$ cat config.mk
export PLATFORM = sky130hd
export DESIGN_NAME = serial_reg_master_flat
export DESIGN_NICKNAME = d
export VERILOG_FILES = /design/src/rtl/serial_reg_master_if.sv /design/src/rtl/serial_reg_master.sv /design/src/flat_wrapper.sv
export SDC_FILE = /design/constraint.sdc
export NUM_CORES = 1
export LEC_CHECK = 0
export ABC_AREA = 1
export BUFFER_PORTS_ARGS = -buffer_cell sky130_fd_sc_hd__buf_2
export CAP_MARGIN = 20
export CORE_MARGIN = 2
export CORE_UTILIZATION = 57
export CTS_BUF_LIST = sky130_fd_sc_hd__clkbuf_16
export DETAILED_ROUTE_END_ITERATION = 12
export PLACE_DENSITY = 0.79
export RECOVER_POWER = 50
export SLEW_MARGIN = 10
export SYNTH_ARGS = -nofsm -noshare
export SYNTH_HDL_FRONTEND = slang
export SYNTH_SLANG_ARGS = --single-unit
$ cat constraint.sdc
create_clock -name clk -period 1.6 [get_ports clk]
set_input_delay 0.08 -clock clk [delete_from_list [all_inputs] [get_ports clk]]
set_output_delay 0.08 -clock clk [all_outputs]
set_load 0.01 [all_outputs]
$ cat src/rtl/serial_reg_master_if.sv
// Parallel command/response bus between the on-chip controller and the
// serial register master. The controller holds the master modport and
// the serial_reg_master holds the slave modport.
interface serial_reg_master_if #(
    parameter int ADDR_WIDTH = 4,
    parameter int REG_WIDTH  = 8
) ();
    logic                  cmd_valid;
    logic                  cmd_ready;
    logic                  cmd_wr;
    logic [ADDR_WIDTH:0]   cmd_addr;
    logic [REG_WIDTH-1:0]  cmd_wdata;
    logic                  rsp_valid;
    logic                  rsp_err;
    logic [REG_WIDTH-1:0]  rsp_rdata;

    modport master (
        output cmd_valid, cmd_wr, cmd_addr, cmd_wdata,
        input  cmd_ready, rsp_valid, rsp_err, rsp_rdata
    );

    modport slave (
        input  cmd_valid, cmd_wr, cmd_addr, cmd_wdata,
        output cmd_ready, rsp_valid, rsp_err, rsp_rdata
    );
endinterface

$ cat src/rtl/serial_reg_master.sv
// Bit-serial register-access master: turns parallel read/write commands
// into strobe/wr_en/din frames and collects the dout reply framed by rw_flag.
// Outputs are decoded from the registered state so they change only on clk.
module serial_reg_master #(
    parameter int ADDR_WIDTH = 4,
    parameter int REG_WIDTH  = 8,
    parameter int TIMEOUT    = 64
) (
    input  logic                  clk,
    input  logic                  rst,
    serial_reg_master_if.slave    bus,
    output logic                  strobe,
    output logic                  wr_en,
    output logic                  din,
    input  logic                  dout,
    input  logic                  rw_flag
);
    localparam int AW  = ADDR_WIDTH + 1;
    localparam int N   = REG_WIDTH + AW;
    localparam int BCW = $clog2(N + 1);
    localparam int TCW = $clog2(TIMEOUT + 1);

    localparam logic [2:0] S_IDLE    = 3'd0;
    localparam logic [2:0] S_START   = 3'd1;
    localparam logic [2:0] S_SHIFT   = 3'd2;
    localparam logic [2:0] S_GUARD   = 3'd3;
    localparam logic [2:0] S_WAIT_RD = 3'd4;
    localparam logic [2:0] S_CAPTURE = 3'd5;
    localparam logic [2:0] S_DONE    = 3'd6;

    logic [2:0]           state_q,   state_d;
    logic                 wr_q,      wr_d;
    logic [N-1:0]         shift_q,   shift_d;
    logic [REG_WIDTH-1:0] rdata_q,   rdata_d;
    logic                 err_q,     err_d;
    logic [BCW-1:0]       bit_cnt_q, bit_cnt_d;
    logic [TCW-1:0]       to_cnt_q,  to_cnt_d;

    // Last SHIFT bit index depends on frame direction (data+addr vs addr only).
    logic [BCW-1:0] shift_last;
    assign shift_last = wr_q ? BCW'(N - 1) : BCW'(AW - 1);

    // Next-state and datapath update for the transaction sequencer.
    always_comb begin
        state_d   = state_q;
        wr_d      = wr_q;
        shift_d   = shift_q;
        rdata_d   = rdata_q;
        err_d     = err_q;
        bit_cnt_d = bit_cnt_q;
        to_cnt_d  = to_cnt_q;
        case (state_q)
            S_IDLE: begin
                if (bus.cmd_valid) begin
                    wr_d      = bus.cmd_wr;
                    // Write frame is data LSB-first then address; the
                    // concatenation puts data in the low bits shifted out first.
                    shift_d   = bus.cmd_wr ? {bus.cmd_addr, bus.cmd_wdata}
                                           : N'(bus.cmd_addr);
                    rdata_d   = '0;
                    err_d     = 1'b0;
                    bit_cnt_d = '0;
                    state_d   = S_START;
                end
            end
            S_START: state_d = S_SHIFT;
            S_SHIFT: begin
                shift_d = shift_q >> 1;
                if (bit_cnt_q == shift_last) begin
                    bit_cnt_d = '0;
                    to_cnt_d  = '0;
                    state_d   = wr_q ? S_GUARD : S_WAIT_RD;
                end else begin
                    bit_cnt_d = bit_cnt_q + 1'b1;
                end
            end
            S_GUARD: begin
                if (bit_cnt_q == BCW'(1)) state_d = S_DONE;
                else                      bit_cnt_d = bit_cnt_q + 1'b1;
            end
            S_WAIT_RD: begin
                if (rw_flag) begin
                    // Reply bits enter at the MSB; after REG_WIDTH shifts the
                    // first received bit sits at bit 0.
                    rdata_d   = {dout, rdata_q[REG_WIDTH-1:1]};
                    bit_cnt_d = BCW'(1);
                    state_d   = (REG_WIDTH == 1) ? S_DONE : S_CAPTURE;
                end else if (to_cnt_q == TCW'(TIMEOUT - 1)) begin
                    to_cnt_d = TCW'(TIMEOUT);
                    err_d    = 1'b1;
                    state_d  = S_DONE;
                end else begin
                    to_cnt_d = to_cnt_q + 1'b1;
                end
            end
            S_CAPTURE: begin
                if (rw_flag) begin
                    rdata_d = {dout, rdata_q[REG_WIDTH-1:1]};
                    if (bit_cnt_q == BCW'(REG_WIDTH - 1)) state_d = S_DONE;
                    else                                  bit_cnt_d = bit_cnt_q + 1'b1;
                end else begin
                    err_d   = 1'b1;
                    state_d = S_DONE;
                end
            end
            S_DONE:  state_d = S_IDLE;
            default: state_d = S_IDLE;
        endcase
    end

    // State registers with synchronous abort on reset.
    always_ff @(posedge clk) begin
        if (rst) begin
            state_q   <= S_IDLE;
            wr_q      <= 1'b0;
            shift_q   <= '0;
            rdata_q   <= '0;
            err_q     <= 1'b0;
            bit_cnt_q <= '0;
            to_cnt_q  <= '0;
        end else begin
            state_q   <= state_d;
            wr_q      <= wr_d;
            shift_q   <= shift_d;
            rdata_q   <= rdata_d;
            err_q     <= err_d;
            bit_cnt_q <= bit_cnt_d;
            to_cnt_q  <= to_cnt_d;
        end
    end

    assign bus.cmd_ready = (state_q == S_IDLE);
    assign bus.rsp_valid = (state_q == S_DONE);
    assign bus.rsp_err   = (state_q == S_DONE) && err_q;
    assign bus.rsp_rdata = ((state_q == S_DONE) && !err_q) ? rdata_q : '0;

    assign strobe = (state_q == S_START);
    assign wr_en  = wr_q && ((state_q == S_START) || (state_q == S_SHIFT) ||
                             (state_q == S_GUARD));
    assign din    = (state_q == S_SHIFT) && shift_q[0];
endmodule

$ cat src/flat_wrapper.sv
// flat-port wrapper written by rule: the top's interface ports become plain ports
module serial_reg_master_flat 
#(
    parameter int ADDR_WIDTH = 4,
    parameter int REG_WIDTH  = 8,
    parameter int TIMEOUT    = 64
)
  (clk, rst, strobe, wr_en, din, dout, rw_flag, bus_cmd_valid, bus_cmd_wr, bus_cmd_addr, bus_cmd_wdata, bus_cmd_ready, bus_rsp_valid, bus_rsp_err, bus_rsp_rdata);
  serial_reg_master_if #(.ADDR_WIDTH(ADDR_WIDTH), .REG_WIDTH(REG_WIDTH)) bus_i ();
  input  logic clk;
  input  logic rst;
  output logic strobe;
  output logic wr_en;
  output logic din;
  input  logic dout;
  input  logic rw_flag;
  input wire logic [$bits(bus_i.cmd_valid)-1:0] bus_cmd_valid;
  input wire logic [$bits(bus_i.cmd_wr)-1:0] bus_cmd_wr;
  input wire logic [$bits(bus_i.cmd_addr)-1:0] bus_cmd_addr;
  input wire logic [$bits(bus_i.cmd_wdata)-1:0] bus_cmd_wdata;
  output wire logic [$bits(bus_i.cmd_ready)-1:0] bus_cmd_ready;
  output wire logic [$bits(bus_i.rsp_valid)-1:0] bus_rsp_valid;
  output wire logic [$bits(bus_i.rsp_err)-1:0] bus_rsp_err;
  output wire logic [$bits(bus_i.rsp_rdata)-1:0] bus_rsp_rdata;
  assign bus_i.cmd_valid = bus_cmd_valid;
  assign bus_i.cmd_wr = bus_cmd_wr;
  assign bus_i.cmd_addr = bus_cmd_addr;
  assign bus_i.cmd_wdata = bus_cmd_wdata;
  assign bus_cmd_ready = bus_i.cmd_ready;
  assign bus_rsp_valid = bus_i.rsp_valid;
  assign bus_rsp_err = bus_i.rsp_err;
  assign bus_rsp_rdata = bus_i.rsp_rdata;
  serial_reg_master #(.ADDR_WIDTH(ADDR_WIDTH), .REG_WIDTH(REG_WIDTH), .TIMEOUT(TIMEOUT)) u_core (.clk(clk), .rst(rst), .bus(bus_i), .strobe(strobe), .wr_en(wr_en), .din(din), .dout(dout), .rw_flag(rw_flag));
endmodule
==> metrics.csv <==
stage,metric,value,unit
outcome,status,finished clean,
timing,slew_headroom,64.6,%
clock_network,cts_buffers,5,
synthesis,synth_area,0.00231,mm2
synthesis,synth_cells,355,
synthesis,post_synth_num_cell_types,31,
synthesis,yosys_register_bits,37,
clock_network,post_cts_resized,0,
hold_path,min_to,u_core.shift_q[12]$_SDFFE_PP0P_,
timing,rsz0062_at_grt,no,
clock_network,postCtsHoldBufs,0,
worst_setup_path,end_kind,primary output,
timing,hold_viol,0,
worst_setup_path,crit_family,simple AND/OR/NAND/NOR gates,
synthesis,synth_seq_area_share,32.0,%
timing,worst_slack,0.0979,ns
layout,area_growth,18.5,%
worst_setup_path,slowest_delay,0.34,ns
clock_network,insertion_delay,0.28,ns
layout,stdcell_count,447,
hold_path,min_path_cells,3,
grt,first_global_vias,2044,
timing,final_min_period_over_clock_period,93.9,%
layout,nFillCells,328,
timing,setup_viol,0,
worst_setup_path,crit_chain,buf_4 > nand2_1 > nor2_2 > nand2_2 > nor2_1 > buf_2,
layout,antenna_cells,0,
worst_setup_path,rr_startpoint,u_core.state_q[1]$_SDFFE_PP0P_,
clock_network,tritoncts,yes,
clock_network,cts_sinks,37,
floorplan,pin_count,33,
timing,max_freq,666,MHz
drt,drcViolationCount,0,
grt,grt_usage,25.4,%
clock_network,htree_levels,2,
drt,detail-route-antenna-nets,0,
worst_setup_path,rr_worst_depth,11,
worst_setup_path,regToRegEndpoint,u_core.rdata_q[2]$_SDFFE_PP0P_,
layout,layout-drive-gt1-share,21.7,%
grt,grt.overflow.total,0,
run,max-cap-violations,0,
grt,grt_max_degree,23,
clock_network,clock_path_buffers,2,
drt,via_per_inst,5.10,
synthesis,avgSynthCellArea,6.52,um2
timing,fin_skew,0.00269,ns
power_and_ir_drop,vdd_ir_drop_max,0.728,mV
hold_path,holdCritPathClass,in -> reg,
floorplan,die_h,67.7,um
timing,fin_setup_tns,0,ns
power_and_ir_drop,powerDensity,1700,mW/mm2
worst_setup_path,crit_required,1.52,ns
drt,dr.pass1.iters,4,
floorplan,fp-row-count,23,
clock_network,cts_root_buffer,clkbuf_16,
grt,antenna_found_initial,0,
synthesis,syn_nets,378,
floorplan,die_area,0.00459,mm2
hold_path,min-delay-start,bus_cmd_addr[4],
drt,vias,2280,
place,dp_cells,439,
clock_network,clk_pin_slew_worst_paths,0.06,ns
synthesis,yosysWarnings,0,
grt,grt_pass1_wl,8.91,mm
floorplan,core-area,0.00394,mm2
place,hpwl,3.95,mm
power_and_ir_drop,power,0.00465,W
layout,final_util,69.6,%
worst_setup_path,worst-path-buf-inv,2,
floorplan,start_util,58.7,%
timing,worst_pin_slew,0.530,ns
drt,post_drt_wl_per_cell,12.1,um
worst_setup_path,slowest_stage,dfxtp_1,
worst_setup_path,arrival,1.42,ns
timing,fin_crit,1.50,ns
worst_setup_path,cp_max_fo,8,
worst_setup_path,cp-start-kind,flop,
layout,nets,419,
clock_network,cts_setup_buffers,0,
drt,wl,5.41,mm
place,io_buffers,32,
timing,finalMaxSlewViolations,0,
worst_setup_path,critPathKind,reg -> out,
floorplan,die_w,67.7,um
drt,drtIter0Drc,129,
place,gp_congestion,0.877,
power_and_ir_drop,p_leak,1.34,nW
place,pre_cts_ws,0.104,ns
worst_setup_path,regToRegSetupSlack,0.1,ns
-- where the power goes --
part | switching, W | internal [W]
Combinational | 0.00145 | 0.000752
Clock | 0.000380 | 0.000732
Sequential | 0.000151 | 0.00119
-- registers in the layout, summed over array words and instances, names as in the netlist --
name,cells
u_core.to_cnt_q,7
u_core.err_q,1
u_core.rdata_q,8
u_core.state_q,3
u_core.bit_cnt_q,4
u_core.shift_q,13
u_core.wr_q,1
-- worst reg2reg max path, delay by kind of cell (launching register included) --
kind,cells,cell delay [ns]
flip-flops,1,0.29
AO/OA/AOI/OAI,1,0.07
buffers and inverters,2,0.25
AND/OR/NAND/NOR,8,0.76
-- routing by layer --
layer	global-route usage, %	vias to the layer above	routed length, um
met2	41.2	51	2590
met4	10.5	0	114
li1	-	1199	-
met1	32.5	1017	2510
met5	0	-	0
met3	5.67	13	199
-- how the worst max path moves through the flow --
| stage | slack [ns] | from | endpoint | cells past startpoint |
|---|---|---|---|---|
| global placement | 0.14 | u_core.state_q[1]$_SDFFE_PP0P_ | u_core.rdata_q[7]$_SDFFE_PP0P_ | 11 |
| CTS | 0.02 | u_core.state_q[2]$_SDFFE_PP0P_ | bus_rsp_rdata[1] | 6 |
| floorplan | 0.25 | u_core.state_q[0]$_SDFFE_PP0P_ | u_core.rdata_q[7]$_SDFFE_PP0P_ | 11 |
| detailed placement | 0.10 | u_core.state_q[1]$_SDFFE_PP0P_ | u_core.rdata_q[2]$_SDFFE_PP0P_ | 11 |
| global route | 0.00008 | u_core.state_q[1]$_SDFFE_PP0P_ | u_core.rdata_q[2]$_SDFFE_PP0P_ | 11 |
| finish | 0.1 | u_core.state_q[2]$_SDFFE_PP0P_ | bus_rsp_rdata[1] | 6 |
-- synth_stat cells, drive strengths merged --
library cell / count / area share, %
nand4: 2 / 0.81
nor2: 49 / 9.8
o21ai: 16 / 4.8
a31oi: 12 / 3.2
nor3b: 1 / 0.32
o211ai: 1 / 0.32
inv: 45 / 7.6
clkbuf: 2 / 0.32
dfxtp: 37 / 32
a21oi: 10 / 2.2
ha: 4 / 2.2
nor3: 2 / 0.43
buf: 6 / 2.1
nand3: 30 / 6.9
o21a: 1 / 0.32
nand2: 134 / 26
xor2: 3 / 1.1
-- final cells by class --
cell class	count	area, um2	area share (%)
Clock buffer	5	125	4.56
Clock inverter	3	42.5	1.55
Inverter	45	176	6.43
Multi-Input combinational cell	265	1360	49.6
Sequential cell	37	743	27.1
Tap cell	50	62.6	2.28
Timing Repair Buffer	42	233	8.49
-- logic make-up after synthesis --
group | count (synthesis) | share of synthesized area, %
compound gates | 40 | 10.8
xor+xnor | 3 | 1.14
fa+ha+maj | 4 | 2.16
buf+inv | 53 | 10.0
flops | 37 | 32.0
simple gates | 218 | 43.9
-- per-stage QoR --
step / hold WS (ns) / instance area (um2)
final: 0.0697 / 2740
after CTS: 0.0717 / 2730
after global placement: 0.357 / 2560
after floorplan: 0.149 / 2310
after global routing: 0.0890 / 2740
after detailed placement: 0.364 / 2560
-- cell usage in the layout (no fill, tap or decap), types with 2 or more instances in the layout --
cell type  instances
nor2_4             4
nor2_2             3
inv_1             39
dfxtp_1           35
nand2_8            3
nand2_2            2
inv_2              4
nand2_1          124
clkbuf_16          5
a31oi_1           12
nor3_1             2
buf_2             30
nand3_1           27
buf_4             10
o21ai_1            6
nand2_4            5
nand3_2            3
xor2_1             3
o21ai_0            2
nor2_1            41
dfxtp_2            2
clkbuf_1           2
inv_4              3
ha_1               4
o21ai_2            8
a21oi_1           10
(Power assumes the default switching activity.)
